`src/rtl/edge_pixel_scanner.sv`:
```
// Edge pixel scanner: walks a 16-bit gradient image in raster order through an
// Avalon-MM read master and queues the (x,y) of each pixel whose value is at or
// above THRESH into a first-word fall-through coordinate FIFO.
// Optional macro EDGE_SCAN_BORDER_SKIP_EN: border pixels are read but never
// treated as edges.
module edge_pixel_scanner #(
    parameter int IMG_W      = 320,
    parameter int IMG_H      = 240,
    parameter int XW         = 9,
    parameter int YW         = 8,
    parameter int FIFO_DEPTH = 8
) (
    input  logic          clk,
    input  logic          reset,
    input  logic          avs_s1_chipselect,
    input  logic [2:0]    avs_s1_address,
    input  logic          avs_s1_read,
    input  logic          avs_s1_write,
    input  logic [31:0]   avs_s1_writedata,
    output logic [31:0]   avs_s1_readdata,
    output logic          avs_s1_waitrequest,
    output logic [31:0]   avm_read_address,
    output logic          avm_read_read,
    input  logic [15:0]   avm_read_readdata,
    input  logic          avm_read_waitrequest,
    output logic          out_valid,
    input  logic          out_ready,
    output logic [XW-1:0] out_x,
    output logic [YW-1:0] out_y
);

    localparam int AW = (FIFO_DEPTH > 1) ? $clog2(FIFO_DEPTH) : 1;
    localparam logic [XW-1:0] X_LAST   = XW'(IMG_W - 1);
    localparam logic [YW-1:0] Y_LAST   = YW'(IMG_H - 1);
    localparam logic [AW:0]   FULL_CNT = (AW + 1)'(FIFO_DEPTH);

    typedef enum logic [2:0] {IDLE, ISSUE, WAIT, EVAL, DRAIN, DONE} state_t;

    state_t state, state_next;

    logic [31:0]       base_reg;
    logic [15:0]       thresh;
    logic [31:0]       addr;
    logic [XW-1:0]     x;
    logic [YW-1:0]     y;
    logic [15:0]       pixel;
    logic [31:0]       edge_count;
    logic              busy;
    logic              done_flag;
    logic              read_delayed;
    logic [31:0]       rd_mux;

    logic [XW+YW-1:0]  fifo_mem [FIFO_DEPTH];
    logic [AW-1:0]     wr_ptr;
    logic [AW-1:0]     rd_ptr;
    logic [AW:0]       count;
    logic              fifo_full;
    logic              push;
    logic              pop;
    logic              border;
    logic              is_edge;
    logic              last_pixel;
    logic              start_accept;

    assign fifo_full    = (count == FULL_CNT);
    assign out_valid    = (count != '0);
    assign pop          = out_valid & out_ready;
    assign out_x        = fifo_mem[rd_ptr][XW-1:0];
    assign out_y        = fifo_mem[rd_ptr][XW+YW-1:XW];
    assign last_pixel   = (x == X_LAST) && (y == Y_LAST);
    assign start_accept = avs_s1_chipselect && avs_s1_write && (avs_s1_address == 3'd2)
                          && ((state == IDLE) || (state == DONE));

    // Slave stalls only the first cycle of a read; writes never stall.
    assign avs_s1_waitrequest = avs_s1_chipselect & avs_s1_read & ~read_delayed;

    // Register file read mux
    always_comb begin
        rd_mux = '0;
        case (avs_s1_address)
            3'd0:    rd_mux = base_reg;
            3'd1:    rd_mux = {16'h0000, thresh};
            3'd3:    rd_mux = {30'b0, busy, done_flag};
            3'd4:    rd_mux = edge_count;
            default: rd_mux = '0;
        endcase
    end

    // Slave read pipeline and writable configuration registers
    always_ff @(posedge clk or posedge reset) begin
        if (reset) begin
            read_delayed    <= 1'b0;
            avs_s1_readdata <= '0;
            base_reg        <= '0;
            thresh          <= '0;
        end else begin
            read_delayed <= avs_s1_chipselect & avs_s1_read & ~read_delayed;
            if (avs_s1_chipselect && avs_s1_read && !read_delayed)
                avs_s1_readdata <= rd_mux;
            if (avs_s1_chipselect && avs_s1_write) begin
                case (avs_s1_address)
                    3'd0:    base_reg <= avs_s1_writedata;
                    3'd1:    thresh   <= avs_s1_writedata[15:0];
                    default: ;
                endcase
            end
        end
    end

    // FSM state register
    always_ff @(posedge clk or posedge reset) begin
        if (reset) state <= IDLE;
        else       state <= state_next;
    end

    // FSM next-state logic
    always_comb begin
        state_next = state;
        case (state)
            IDLE:  if (start_accept) state_next = ISSUE;
            ISSUE: if (!fifo_full) state_next = WAIT;
            WAIT:  if (!avm_read_waitrequest) state_next = EVAL;
            EVAL:  state_next = last_pixel ? DRAIN : ISSUE;
            DRAIN: if (!out_valid) state_next = DONE;
            DONE:  state_next = start_accept ? ISSUE : IDLE;
            default: state_next = IDLE;
        endcase
    end

    // FSM outputs: read request and edge decision
    always_comb begin
`ifdef EDGE_SCAN_BORDER_SKIP_EN
        border = (x == '0) || (x == X_LAST) || (y == '0) || (y == Y_LAST);
`else
        border = 1'b0;
`endif
        is_edge          = (pixel >= thresh) && !border;
        push             = (state == EVAL) && is_edge;
        avm_read_read    = ((state == ISSUE) && !fifo_full) || (state == WAIT);
        avm_read_address = addr;
    end

    // Scan datapath: pixel capture, coordinates, address, counters, status
    always_ff @(posedge clk or posedge reset) begin
        if (reset) begin
            addr       <= '0;
            x          <= '0;
            y          <= '0;
            pixel      <= '0;
            edge_count <= '0;
            busy       <= 1'b0;
            done_flag  <= 1'b0;
        end else begin
            if ((state == WAIT) && !avm_read_waitrequest)
                pixel <= avm_read_readdata;
            if (state == EVAL) begin
                if (is_edge) edge_count <= edge_count + 32'd1;
                addr <= addr + 32'd2;
                if (x == X_LAST) begin
                    x <= '0;
                    y <= y + 1'b1;
                end else begin
                    x <= x + 1'b1;
                end
            end
            if (state == DONE) begin
                done_flag <= 1'b1;
                busy      <= 1'b0;
            end
            // A START in DONE must win over the DONE-state status update.
            if (start_accept) begin
                done_flag  <= 1'b0;
                edge_count <= '0;
                x          <= '0;
                y          <= '0;
                addr       <= base_reg;
                busy       <= 1'b1;
            end
        end
    end

    // Coordinate FIFO, cleared on START
    always_ff @(posedge clk or posedge reset) begin
        if (reset) begin
            wr_ptr <= '0;
            rd_ptr <= '0;
            count  <= '0;
            for (int unsigned i = 0; i < FIFO_DEPTH; i++) fifo_mem[i] <= '0;
        end else if (start_accept) begin
            wr_ptr <= '0;
            rd_ptr <= '0;
            count  <= '0;
        end else begin
            if (push) begin
                fifo_mem[wr_ptr] <= {y, x};
                wr_ptr           <= wr_ptr + 1'b1;
            end
            if (pop) rd_ptr <= rd_ptr + 1'b1;
            case ({push, pop})
                2'b10:   count <= count + 1'b1;
                2'b01:   count <= count - 1'b1;
                default: ;
            endcase
        end
    end

endmodule

```
`config.mk`:
```
export PLATFORM = sky130hd
export DESIGN_NAME = edge_pixel_scanner
export DESIGN_NICKNAME = d
export VERILOG_FILES = /design/src/rtl/edge_pixel_scanner.sv
export SDC_FILE = /design/constraint.sdc
export NUM_CORES = 1
export LEC_CHECK = 0
export BUFFER_PORTS_ARGS = -buffer_cell sky130_fd_sc_hd__buf_2
export CAP_MARGIN = 5
export CELL_PAD_IN_SITES_DETAIL_PLACEMENT = 1
export CELL_PAD_IN_SITES_GLOBAL_PLACEMENT = 1
export CORE_ASPECT_RATIO = 2
export CORE_MARGIN = 1.5
export CORE_UTILIZATION = 52
export DETAILED_ROUTE_END_ITERATION = 16
export HOLD_SLACK_MARGIN = 0.02
export PLACE_DENSITY = 0.82
export SLEW_MARGIN = 40
export SYNTH_ARGS = -nofsm -noshare
export SYNTH_HDL_FRONTEND = slang
export SYNTH_SLANG_ARGS = --single-unit
```
`constraint.sdc`:
```
create_clock -name clk -period 17.7 [get_ports clk]
set_input_delay 0.885 -clock clk [delete_from_list [all_inputs] [get_ports clk]]
set_output_delay 0.885 -clock clk [all_outputs]
set_load 0.02 [all_outputs]
```
-- Word level (Yosys, flattened, before mapping)
Cells that the tools add are included.
- register bits after elaboration: 329
- bits of input ports: 58
- output and inout bits: 84
- word-level logic and storage cells: 126
- add/subtract/negate cells: 8
- $lt $le $gt $ge: 4
- equality and inequality tests: 18
- mux-type cells: 35
- bitwise operators: 7
- reductions and logical operators: 31
- operators by type and width (kind ; number):
    32-bit two-way mux ; 5
    136-bit bitwise mux ; 1
    32-bit case mux with 4 select lines ; 1
    17-bit binary-select mux with 3-bit select ; 1
    17-bit demux with 3-bit select ; 1
    17-bit two-way mux ; 3
    32-bit by 1-bit adder with 32-bit output, second input constant ; 1
    32-bit by 2-bit adder with 32-bit output, second input constant ; 1
    3-bit two-way mux ; 9
    9-bit two-way mux ; 3
    8-bit two-way mux ; 3
    3-bit case mux with 6 select lines ; 1
    16-bit greater-or-equal comparator ; 1
    3-bit by 2-bit equality test with 1-bit output, second input constant ; 4
    2-bit nonzero test ; 6
    1-bit logical AND ; 10
    2-bit AND reduction ; 5
    9-bit by 1-bit adder with 9-bit output, second input constant ; 1
    3-bit equality test, second input constant ; 3
    9-bit equality test, second input constant ; 1
    8-bit by 1-bit adder with 8-bit output, second input constant ; 1
    8-bit equality test, second input constant ; 1
    4-bit greater-or-equal comparator, second input constant ; 2
    2-bit inequality test, second input constant ; 4
    other kinds (20) ; 34

-- Depth between registers and ports, before layout
- depth in word-level cells: 6
- depth in mapped cells: 13
- gate-level depth less buffers: 13

-- Worst setup path before layout
OpenSTA, ideal clock, no wires.
- kind: reg2out
- start: register rd_ptr[0]
- end: output out_x[0]
- data arrival time: 2.129 ns
- required time: 16.815 ns
- slack: 14.686 ns
- stages on the path, launching flop included: 5
- path buffers: 2
- path through: dfrtp_1 -> clkbuf_1 -> buf_1 -> mux4_2 -> mux2_2
- cells in the longest elaborated chain, start to end: 4
- ends and longest elaborated chain (what ; line ; RTL):
    start, declared ; 55 ; logic [AW-1:0] rd_ptr;
    start signal, assigned ; 198 ; if (pop) rd_ptr <= rd_ptr + 1'b1;
    3-bit NOT with 4-bit output (implied by the code) ; 68 ; assign out_x = fifo_mem[rd_ptr][XW-1:0];
    17-bit binary-select mux with 3-bit select ; 68 ;
    17-bit two-way mux (2 in series) ; - ;
    end, declared ; 28 ; output logic [XW-1:0] out_x,
No other way between the ends. The select of a mux whose other input is x is not followed.

-- Worst setup path after layout
Ends and elaborated chain as after synthesis.

==> results <==
- The flow ran to the end, and the final reports show no timing, DRC or antenna violations.
- The first detailed-routing pass ran for 5 iterations.
- The via density per instance is 6.30.
- Along the worst path, the maximum fanout reaches 27.
- The layout has 3113 filler cells.
- For this run, the register share of the synthesized area comes to 0.516.
- The synthesized netlist cell count is 1360.
- The initialized floorplan defines 90 standard-cell rows.
- For this design the static power due to leakage is 8.37 nW.
- The mapped netlist covers 15900 um2.
- The buffers inserted during post-CTS setup optimization is 0.
- The worst setup path is of the flop to output pin kind.
- The post-cts repair resize count is 0.
- The area of the multi-input gates is 7240 um2.
- The proportion of power drawn by combinational gates is 0.272.
- The net count after synthesis is 1443.
- The register with the most flip-flops is fifo_mem.
- The prevailing post-synth register cell is sky130_fd_sc_hd__dfrtp_1.
- The depth of the worst register-to-register path is 13.
- STA puts the critical path data arrival time at 2.79 ns.
- Of the cells placed in the final design, the portion with a size suffix greater than 1 is 0.313.
- The area of the core is 30200 um2.
- The post-synthesis cell type count is 72.
- The I/O pin count is 142.
- The die covers 31800 um2.
- After detailed routing, the number of remaining DRC violations is 0.
- The peak supply drop is 0.000117 V.
- At the later pin of the worst-skew pair, clock insertion delay measures 0.57 ns.
- The number of global-route vias before repair is 13000.
- Dividing the final minimum period by the clock period gives 0.208.
- The global placement routability congestion is 0.833.
- The tool flagged a number of max-cap violations equal to 0.
- In this run the power density over the cells is 145 nW/um2.
- Derived from the worst setup path, the maximum achievable clock frequency is 0.272 GHz.
- The wire length of the first global-routing pass is 71.6 mm.
- The TritonCTS buffer count is 29.
- The post-route non-filler standard cell count is 1851.
- The Yosys step of the flow raised 0 warnings.
- The worst hold-check path type is primary input to async pin.
- The count of state elements after synthesis is 329.
- The required arrival time at the worst endpoint is 16.82 ns.
- The clock tree from TritonCTS is yes.
- Buffers placed on the I/O ports in this run total 141.
- The smallest clock period supported by the final layout is computed as 3.67 ns.
- The register with the most flip-flops in the layout has 136 of them.
- The number of nets still failing antenna checks after routing is 0.
- The switching share of total power is 0.362.
- Across the whole layout, storage elements account for 8240 um2.
- The starting density of the core is 0.528.
- Yosys mapped a number of flops with a built-in enable equal to 0.
- The transition time at the pin with the least slew margin is 0.822 ns.
- The register-to-register path setup slack is 14.10 ns.
- The all-layer global routing usage is 0.290.
- Setup repair after global routing left no endpoint under its margin.
- The worst setup path is captured at an output pin.
- The number of vias after detailed routing is 11700.
- The H-tree level count is 1.
- On the final layout, the worst clock skew is 0.0112 ns.
- The die width is 127 um.
- The number of antenna violations at the first check in global routing was 0.
- The final hold violation count is 0.
- The total net switching power is 0.942 mW.
- A synthesized cell averages 11.7 um2.
- The final-report setup violation count is 0.
- The relative contribution of sequential cells to total power is 0.471.
- The final net count is 1545.
- The maximum number of pins on one net before global-route repair is 125.
- For this block, the initial DRC count from the detailed router was 624.
- The worst register-to-register path ends at count[3].
- The internal power of the cells totals 1.66 mW.
- For the final routed database, the setup TNS stands at 0 ns.
- The total placed cells including tap cells is 1799.
- In this run the deepest clock path goes through 3 buffers.
- In this run the critical register-to-register path is launched from thresh[15].
- The number of antenna diodes in the final layout is 0.
- The wire length per cell after detailed routing is 24.2 um.
- The share of total power dissipated in the clock network is 0.256.
- The worst setup path is launched from a flop.
- Detailed placement ended at an HPWL of 31.7 mm.
- After clock tree synthesis, the flow added hold-fix buffers numbering 0.
- After synthesis, the share of flip-flops with an asynchronous set or reset is 1.00.
- The clock root buffer master is sky130_fd_sc_hd__clkbuf_16.
- The overflow left after global routing is 0.
- The worst slew margin relative to its limit is 0.450.
- The number of clock sinks seen by CTS is 329.
- The area overhead of the layout relative to synthesis is 12.9%.
- The number of slew-limit violations in the final report came to 0.
- In this run the vertical extent of the chip is 251 um.
- Clock-pin slew was measured on the worst setup and hold paths at 0.07 ns.
- The total wire length is 44.9 mm.
- The worst hold slack is 0.379 ns.
-- cell type report --
cell class              instances  share of cell area
multi-input cells             907               0.402
clock inverters                10             0.00737
clock buffers                  42              0.0480
inverters                      29             0.00674
well taps                     368              0.0256
repair buffers                166              0.0527
flip-flops and latches        329               0.458
-- kinds of logic (layout without fill, tap and decap cells) --
family          count (synthesis)  count (layout)  share of synthesized area
simple gates                  348             348                      0.111
compound gates                237             237                     0.0934
fa+ha+maj                      25              25                     0.0201
flops                         329             329                      0.516
xor+xnor                       20              20                     0.0110
buf+inv                       124             247                     0.0315
mux                           277             277                      0.216
-- critical path, stage by stage, from the launching register on --
cell and delay (ns):
sky130_fd_sc_hd__dfrtp_2 0.56, sky130_fd_sc_hd__buf_4 0.55, sky130_fd_sc_hd__mux4_2 0.59, sky130_fd_sc_hd__mux2_2 0.32
sky130_fd_sc_hd__buf_2 0.17
-- power groups by stage --
stage                     sequential [mW]  clock (mW)  combinational, mW
after floorplan                      1.12           0              0.525
after global placement               1.22           0              0.667
after detailed placement             1.24           0              0.711
after CTS                            1.23       0.679              0.720
after global routing                 1.26       0.706              0.784
final                                1.23       0.668              0.709
-- cells in the mapped netlist, types with 5 or more instances --
library cell,number,area (um2)
sky130_fd_sc_hd__nand2_1,155,582
sky130_fd_sc_hd__nor2b_1,6,37.5
sky130_fd_sc_hd__mux2_2,190,2140
sky130_fd_sc_hd__buf_2,6,30.0
sky130_fd_sc_hd__dfrtp_1,329,8230
sky130_fd_sc_hd__ha_1,24,300
sky130_fd_sc_hd__nand2b_1,5,31.3
sky130_fd_sc_hd__o31ai_1,10,75.1
sky130_fd_sc_hd__inv_1,29,109
sky130_fd_sc_hd__and3_1,11,68.8
sky130_fd_sc_hd__nor3_1,8,40.0
sky130_fd_sc_hd__mux2i_1,42,420
sky130_fd_sc_hd__buf_4,6,45.0
sky130_fd_sc_hd__a31oi_1,8,50.1
sky130_fd_sc_hd__clkbuf_1,64,240
sky130_fd_sc_hd__nor2_1,45,169
sky130_fd_sc_hd__xor2_1,9,78.8
sky130_fd_sc_hd__xnor2_1,11,96.3
sky130_fd_sc_hd__nand4_1,14,87.6
sky130_fd_sc_hd__a22o_1,15,131
sky130_fd_sc_hd__o211ai_1,11,82.6
sky130_fd_sc_hd__o21ai_0,95,475
sky130_fd_sc_hd__mux2_1,11,124
sky130_fd_sc_hd__o311ai_0,11,96.3
sky130_fd_sc_hd__nand3_1,38,190
sky130_fd_sc_hd__or3_1,18,113
sky130_fd_sc_hd__nor3b_1,5,37.5
sky130_fd_sc_hd__a21oi_1,49,245
sky130_fd_sc_hd__mux4_2,34,766
sky130_fd_sc_hd__buf_1,18,67.6
sky130_fd_sc_hd__or4_1,11,82.6
-- worst max path at each step --
stage	slack (ns)	start	end
5_1_grt	13.77	thresh[15]	count[3]
6_report	14.03	rd_ptr[0]	out_x[0]
3_3_place_gp	14.25	avs_s1_address[2]	y[7]
2_1_floorplan	7.70	reset	avm_read_address[0]
3_5_place_dp	14.17	thresh[15]	count[3]
4_1_cts	13.96	rd_ptr[0]	out_x[0]
-- cells in the final DEF, fill, tap and decap left out, types with 10 or more instances in the layout --
cell type / n
sky130_fd_sc_hd__a21oi_1: 49
sky130_fd_sc_hd__a22o_1: 15
sky130_fd_sc_hd__and3_1: 11
sky130_fd_sc_hd__buf_2: 141
sky130_fd_sc_hd__buf_4: 21
sky130_fd_sc_hd__clkbuf_16: 29
sky130_fd_sc_hd__dfrtp_1: 326
sky130_fd_sc_hd__ha_1: 24
sky130_fd_sc_hd__inv_1: 28
sky130_fd_sc_hd__mux2_1: 11
sky130_fd_sc_hd__mux2_2: 190
sky130_fd_sc_hd__mux2i_1: 42
sky130_fd_sc_hd__mux4_2: 34
sky130_fd_sc_hd__nand2_1: 155
sky130_fd_sc_hd__nand3_1: 38
sky130_fd_sc_hd__nand4_1: 14
sky130_fd_sc_hd__nor2_1: 45
sky130_fd_sc_hd__o211ai_1: 11
sky130_fd_sc_hd__o21ai_0: 95
sky130_fd_sc_hd__o311ai_0: 11
sky130_fd_sc_hd__o31ai_1: 10
sky130_fd_sc_hd__or3_1: 18
sky130_fd_sc_hd__or4_1: 11
sky130_fd_sc_hd__xnor2_1: 11
-- per-layer routing --
| layer | vias to the layer above | wire length [um] | global-route usage |
|---|---|---|---|
| li1 | 5129 | - | - |
| met2 | 284 | 24900 | 0.549 |
| met1 | 6116 | 16000 | 0.310 |
| met5 | - | 0 | 0 |
| met4 | 0 | 2250 | 0.142 |
| met3 | 124 | 1680 | 0.0378 |
-- metrics by stage --
step | util | cell area [um2] | total power, mW | setup WS, ns
final | 0.597 | 18000 | 2.61 | 14.03
after global routing | 0.597 | 18000 | 2.75 | 13.77
after CTS | 0.597 | 18000 | 2.62 | 13.96
after detailed placement | 0.564 | 17000 | 1.95 | 14.17
after global placement | 0.561 | 16900 | 1.88 | 14.25
after floorplan | - | 15900 | 1.65 | 7.70
(Power assumes the default switching activity.)
